File: config.mk
export PLATFORM = sky130hd
export DESIGN_NAME = sdram_cmd_sched
export DESIGN_NICKNAME = d
export VERILOG_FILES = /design/src/rtl/sdram_cmd_sched.sv
export SDC_FILE = /design/constraint.sdc
export NUM_CORES = 1
export LEC_CHECK = 0
export CAP_MARGIN = 10
export CORE_MARGIN = 2
export CORE_UTILIZATION = 30
export DETAILED_ROUTE_END_ITERATION = 8
export GPL_ROUTABILITY_DRIVEN = 0
export GPL_TIMING_DRIVEN = 0
export PLACE_DENSITY = 0.6
export SYNTH_ARGS = -nofsm -noshare
export SYNTH_HDL_FRONTEND = slang
export SYNTH_SLANG_ARGS = --single-unit
export TNS_END_PERCENT = 100
File: constraint.sdc
create_clock -name clk -period 5.56 [get_ports clk]
set_input_delay 0.834 -clock clk [delete_from_list [all_inputs] [get_ports clk]]
set_output_delay 0.834 -clock clk [all_outputs]
set_load 0.05 [all_outputs]
File: src/rtl/sdram_cmd_sched.sv
// sdram_cmd_sched: turns opcode/operand byte pairs from the opcode detector
// into SDRAM write/read requests, holds one command while busy and streams
// read data back out on dout.
// Optional build macro SDRAM_ADDR_AUTOINC_EN: when defined, the address
// register advances by 1 after each acknowledged WRITE and by the beat count
// after each completed READ (modulo 2^ADDR_W).
module sdram_cmd_sched #(
  parameter int ADDR_W   = 16,
  parameter int PAIR_TMO = 64,
  parameter int ACK_TMO  = 1024
) (
  input  logic              clk,
  input  logic              rst,
  input  logic [7:0]        din,
  input  logic              din_vld,
  output logic              wr_req,
  output logic [ADDR_W-1:0] wr_addr,
  output logic [7:0]        wr_data,
  input  logic              wr_ack,
  output logic              rd_req,
  output logic [ADDR_W-1:0] rd_addr,
  output logic [7:0]        rd_len,
  input  logic              rd_ack,
  input  logic [7:0]        rd_data,
  input  logic              rd_data_vld,
  output logic [7:0]        dout,
  output logic              dout_vld,
  output logic              busy,
  output logic              cmd_err,
  output logic              cmd_drop,
  output logic              timeout
);

  localparam int PT_W = $clog2(PAIR_TMO + 1);
  localparam int AT_W = $clog2(ACK_TMO + 1);

  typedef enum logic [2:0] {
    S_IDLE,
    S_DECODE,
    S_WR_REQ,
    S_RD_REQ,
    S_RD_DATA
  } state_t;

  state_t            state;
  state_t            state_nxt;

  logic              pair_cnt;
  logic [PT_W-1:0]   pair_tmr;
  logic [7:0]        opc_hold;
  logic              slot_full;
  logic [15:0]       slot_word;
  logic [7:0]        cmd_opc;
  logic [7:0]        cmd_opr;
  logic [ADDR_W-1:0] addr;
  logic [AT_W-1:0]   tmo_cnt;
  logic [7:0]        beat_cnt;

  logic              word_done;
  logic              slot_load;
  logic              consume;
  logic              tmo_hit;
  logic              beat;
  logic              err_set;
  logic              tmo_set;
  logic              wr_done;
  logic              rd_done;

  // Wrapping address advance; the carry out of the top bit is discarded.
  function automatic logic [ADDR_W-1:0] addr_add(input logic [ADDR_W-1:0] a,
                                                 input logic [7:0]        n);
    addr_add = a + ADDR_W'(n);
  endfunction

  assign word_done = din_vld & pair_cnt;
  assign consume   = (state == S_IDLE) & slot_full;
  // A finished word may reuse the slot in the cycle the FSM empties it.
  assign slot_load = word_done & (~slot_full | consume);
  assign tmo_hit   = (tmo_cnt == AT_W'(ACK_TMO - 1));
  assign beat      = (state == S_RD_DATA) & rd_data_vld;

  assign wr_req  = (state == S_WR_REQ);
  assign rd_req  = (state == S_RD_REQ);
  assign wr_addr = addr;
  assign rd_addr = addr;
  assign wr_data = cmd_opr;
  assign rd_len  = cmd_opr;
  assign busy    = (state != S_IDLE) | slot_full;

  always_comb begin
    state_nxt = state;
    err_set   = 1'b0;
    tmo_set   = 1'b0;
    wr_done   = 1'b0;
    rd_done   = 1'b0;
    case (state)
      S_IDLE: begin
        if (slot_full) state_nxt = S_DECODE;
      end
      S_DECODE: begin
        case (cmd_opc)
          8'h00, 8'h01, 8'h02, 8'h05: state_nxt = S_IDLE;
          8'h03: state_nxt = S_WR_REQ;
          8'h04: begin
            if (cmd_opr != 8'd0) begin
              state_nxt = S_RD_REQ;
            end else begin
              err_set   = 1'b1;
              state_nxt = S_IDLE;
            end
          end
          default: begin
            err_set   = 1'b1;
            state_nxt = S_IDLE;
          end
        endcase
      end
      S_WR_REQ: begin
        if (wr_ack) begin
          wr_done   = 1'b1;
          state_nxt = S_IDLE;
        end else if (tmo_hit) begin
          tmo_set   = 1'b1;
          state_nxt = S_IDLE;
        end
      end
      S_RD_REQ: begin
        if (rd_ack) begin
          state_nxt = S_RD_DATA;
        end else if (tmo_hit) begin
          tmo_set   = 1'b1;
          state_nxt = S_IDLE;
        end
      end
      S_RD_DATA: begin
        if (beat) begin
          if (beat_cnt + 8'd1 == cmd_opr) begin
            rd_done   = 1'b1;
            state_nxt = S_IDLE;
          end
        end else if (tmo_hit) begin
          tmo_set   = 1'b1;
          state_nxt = S_IDLE;
        end
      end
      default: state_nxt = S_IDLE;
    endcase
  end

  // Stage boundary: byte pairing and the one-deep pending slot.
  always_ff @(posedge clk or posedge rst) begin
    if (rst) begin
      pair_cnt  <= 1'b0;
      pair_tmr  <= '0;
      slot_full <= 1'b0;
      cmd_drop  <= 1'b0;
    end else begin
      if (din_vld) begin
        pair_cnt <= ~pair_cnt;
        pair_tmr <= '0;
      end else if (pair_cnt) begin
        if (pair_tmr == PT_W'(PAIR_TMO - 1)) pair_cnt <= 1'b0;
        else                                 pair_tmr <= pair_tmr + 1'b1;
      end
      if (slot_load)    slot_full <= 1'b1;
      else if (consume) slot_full <= 1'b0;
      cmd_drop <= word_done & ~slot_load;
    end
  end

  always_ff @(posedge clk) begin
    if (din_vld && !pair_cnt) opc_hold <= din;
    if (slot_load)            slot_word <= {opc_hold, din};
  end

  // Stage boundary: command execution, address register and read return.
  always_ff @(posedge clk or posedge rst) begin
    if (rst) begin
      state    <= S_IDLE;
      cmd_opc  <= 8'd0;
      cmd_opr  <= 8'd0;
      addr     <= '0;
      tmo_cnt  <= '0;
      beat_cnt <= 8'd0;
      dout     <= 8'd0;
      dout_vld <= 1'b0;
      cmd_err  <= 1'b0;
      timeout  <= 1'b0;
    end else begin
      state   <= state_nxt;
      cmd_err <= err_set;
      timeout <= tmo_set;
      if (consume) begin
        cmd_opc <= slot_word[15:8];
        cmd_opr <= slot_word[7:0];
      end
      if (state_nxt != state || beat) tmo_cnt <= '0;
      else if (!tmo_hit)              tmo_cnt <= tmo_cnt + 1'b1;
      if (state_nxt == S_RD_DATA && state != S_RD_DATA) beat_cnt <= 8'd0;
      else if (beat)                                    beat_cnt <= beat_cnt + 8'd1;
      dout_vld <= beat;
      if (beat) dout <= rd_data;
      if (state == S_DECODE) begin
        case (cmd_opc)
          8'h01:   addr[ADDR_W-1:8] <= cmd_opr[ADDR_W-9:0];
          8'h02:   addr[7:0]        <= cmd_opr;
          8'h05:   addr             <= '0;
          default: addr             <= addr;
        endcase
      end
`ifdef SDRAM_ADDR_AUTOINC_EN
      else if (wr_done) begin
        addr <= addr_add(addr, 8'd1);
      end else if (rd_done) begin
        addr <= addr_add(addr, cmd_opr);
      end
`endif
    end
  end

endmodule

==> impl_metrics.env <==
export IMPL_status="finished clean"
export IMPL_startpoint="state[0]$_DFF_PP0_"
export IMPL_postRouteAntennaNets=0
export IMPL_cts_sinks=99
export IMPL_gr_total_overflow=0
export IMPL_synth_top_cells_by_count="dfrtp_1, nand2_1, buf_4, edfxtp_1, nor2_1"
export IMPL_startpoint_type="register"
export IMPL_cts_tree="yes"
export IMPL_dp_hpwl_mm=7.138
export IMPL_setup_tns_ns=0
export IMPL_syn_inst=404
export IMPL_firstDrtPassIters=4
export IMPL_grt_use_total=0.1251
export IMPL_yosysWarnings=0
export IMPL_core_area_mm2=0.01515
export IMPL_finalMaxSlewViolations=0
export IMPL_tightest_slew_ns=0.7166
export IMPL_clock_latency_ns=0.34
export IMPL_ys_flop_type="dfrtp_1"
export IMPL_syn_cell_area_mm2=0.004619
export IMPL_clockBufferDepth=2
export IMPL_synth_most_common_cell="dfrtp_1"
export IMPL_clkSlewWorstSetupHoldPaths_ns=0.06
export IMPL_crit_cells=3
export IMPL_p_seq_frac=0.358
export IMPL_routed_wl_mm=9.767
export IMPL_die_w_um=128.1
export IMPL_crit_family="buffers and inverters"
export IMPL_min_period_ns=3.077
export IMPL_dr_first_iter_drc_count=186
export IMPL_cts_hold_fix_buffers=0
export IMPL_vias=3209
export IMPL_layout_nets=526
export IMPL_setup_viol=0
export IMPL_cts_setup_buffers=0
export IMPL_synth_edff_count=24
export IMPL_htree_levels=3
export IMPL_post_drt_via_cell_ratio=4.624
export IMPL_pin_count=85
export IMPL_numCtsBuffers=9
export IMPL_rsz0062_at_grt="false"
export IMPL_slowest_delay_ns=0.73
export IMPL_clock_skew_ns=0.004829
export IMPL_rrSetupSlack_ns=3.41
export IMPL_crit_buf_inv=2
export IMPL_holdCritPathClass="reg -> reg"
export IMPL_crit_chain="buf_2 > or4_1 > clkdlybuf4s50_1"
export IMPL_cts_resized_gates=0
export IMPL_ys_seq_elements=99
export IMPL_endpoint="busy"
export IMPL_ys_seq_area_frac=0.5623
export IMPL_hold_viol=0
export IMPL_synth_top_cell_by_area="dfrtp_1"
export IMPL_syn_avg_cell_area_um2=11.43
export IMPL_p_per_area_mw_per_mm2=488.6
export IMPL_p_sw_w=0.001214
export IMPL_irDropWorstVdd_v=0.0001912
export IMPL_antenna_found_initial=0
export IMPL_cp_required_ns=4.73
export IMPL_die_area_mm2=0.01641
export IMPL_slew_headroom=0.5213
export IMPL_diodes=0
export IMPL_wl_per_cell_um=14.07
export IMPL_drc=0
export IMPL_p_sw_frac=0.4117
export IMPL_die_h_um=128.1
export IMPL_synth_cell_type_count=66
export IMPL_area_growth_pct=30.61
export IMPL_internal_power_w=0.001734
export IMPL_worstSetupPathType="reg -> out"
export IMPL_rr_worst_depth=4
export IMPL_p_clk_frac=0.211
export IMPL_slowest_stage="clkdlybuf4s50_1"
export IMPL_cp_max_fo=10
export IMPL_timing_rr_end="slot_word[14]$_DFFE_PP_"
export IMPL_p_comb_frac=0.431
export IMPL_io_buffer_count=84
export IMPL_layout_drive_gt1_share=0.1759
export IMPL_async_flop_share=0.7576
export IMPL_core_rowCount=45
export IMPL_cts_root_buf="clkbuf_16"
export IMPL_leakagePower_nw=2.487
export IMPL_synth_fp_nets=429
export IMPL_start_util=0.3050
export IMPL_place_ws_ns=2.724
export IMPL_r2r_start="state[0]$_DFF_PP0_"
export IMPL_grt_max_degree=47
export IMPL_layout_setup_ws_ns=2.483
export IMPL_arrival_ns=2.24
export IMPL_period_share=0.5534
export IMPL_grt_pass1_vias=3170
export IMPL_critPathCaptureType="primary output"
export IMPL_max_freq_mhz=325.0
export IMPL_grt_pass1_wl_mm=16.26
export IMPL_maxCapViolations=0
export IMPL_ys_top_cells_by_area="dfrtp_1, edfxtp_1, nand2_1"
export IMPL_netlist_area_leader_share=0.4063
export IMPL_min_delay_path_depth=0
## placed cells by master (no fill, tap or decap), drive strengths merged, types with 7 or more instances in the layout
| cell | Yosys | layout |
|---|---|---|
| buf | 36 | 38 |
| dfrtp | 75 | 75 |
| nand2 | 55 | 55 |
| mux2 | 15 | 15 |
| clkbuf | 6 | 18 |
| xnor2 | 14 | 14 |
| o21ai | 21 | 21 |
| clkdlybuf4s50 | 0 | 84 |
| nor2 | 23 | 23 |
| nor2b | 7 | 7 |
| nor4 | 7 | 7 |
| inv | 16 | 16 |
| edfxtp | 24 | 24 |
| nand3 | 7 | 7 |
| a21oi | 8 | 8 |
| mux2i | 11 | 11 |
| nor3 | 8 | 8 |
## flip-flops by register name (all words and copies together) (netlist names), 3 cells and up
| register | flops |
|---|---|
| rd_addr | 16 |
| tmo_cnt | 11 |
| state | 3 |
| slot_word | 16 |
| rd_len | 8 |
| opc_hold | 8 |
| beat_cnt | 8 |
| cmd_opc | 8 |
| dout | 8 |
| pair_tmr | 7 |
## power by group through the flow
stage	Clock (W)	Sequential (W)	Combinational [W]
final	0.000622	0.00106	0.00127
after global routing	0.000668	0.00108	0.00134
after CTS	0.000642	0.00106	0.00128
after detailed placement	0	0.00108	0.00128
after global placement	0	0.00107	0.00126
after floorplan	0	0.00128	0.000638
## worst reg2reg max path, stage by stage (launching register included)
cell and delay [ns]:
dfrtp_1 0.42, buf_2 0.20, o31ai_1 0.46, nor2b_1 0.54, buf_6 0.24
## how the worst min path moves through the flow
stage / from / to / slack (ns)
final: opc_hold[4]$_DFFE_PP_ / slot_word[12]$_DFFE_PP_ / 0.42
after global routing: opc_hold[7]$_DFFE_PP_ / slot_word[15]$_DFFE_PP_ / 0.44
after CTS: opc_hold[4]$_DFFE_PP_ / slot_word[12]$_DFFE_PP_ / 0.42
after detailed placement: opc_hold[2]$_DFFE_PP_ / slot_word[10]$_DFFE_PP_ / 0.40
after global placement: opc_hold[4]$_DFFE_PP_ / slot_word[12]$_DFFE_PP_ / 0.41
after floorplan: opc_hold[2]$_DFFE_PP_ / slot_word[10]$_DFFE_PP_ / 0.40
## layout make-up
| class | instances | area, µm² |
|---|---|---|
| inverters | 16 | 62.56 |
| repair buffers | 86 | 879.6 |
| multi-input cells | 247 | 1678 |
| flip-flops and latches | 99 | 2597 |
| clock inverters | 4 | 50.05 |
| plain buffers | 42 | 284.0 |
| clock buffers | 12 | 246.5 |
| fillers | 1465 | 9112 |
| well taps | 188 | 235.2 |
## metal layers
layer / vias to the layer above / share of wire / GRT usage
li1: 1585 / - / -
met1: 1548 / 0.46 / 0.1626
met2: 59 / 0.48 / 0.2054
met3: 17 / 0.030 / 0.01920
met4: 0 / 0.025 / 0.05882
met5: - / 0 / 0
## through the flow
| stage | power (W) | util | hold slack [ns] | instances | cell area (µm²) |
|---|---|---|---|---|---|
| 2_1_floorplan | 0.001921 | - | 0.4003 | 404 | 4619 |
| 6_report | 0.002948 | 0.3983 | 0.4181 | 694 | 6033 |
| 3_5_place_dp | 0.002356 | 0.3788 | 0.4045 | 678 | 5737 |
| 5_1_grt | 0.003091 | 0.3983 | 0.4356 | 694 | 6033 |
| 4_1_cts | 0.002985 | 0.3983 | 0.4192 | 694 | 6033 |
| 3_3_place_gp | 0.002331 | 0.3760 | 0.4054 | 676 | 5695 |
## kinds of logic after synthesis
| kind of cell | share of synthesized area |
|---|---|
| simple gates | 0.1742 |
| mux | 0.06040 |
| xor+xnor | 0.03792 |
| compound gates | 0.08262 |
| fa+ha+maj | 0.008127 |
| buf+inv | 0.07449 |
| flops | 0.5623 |
Power figures use the tool's default switching activity.
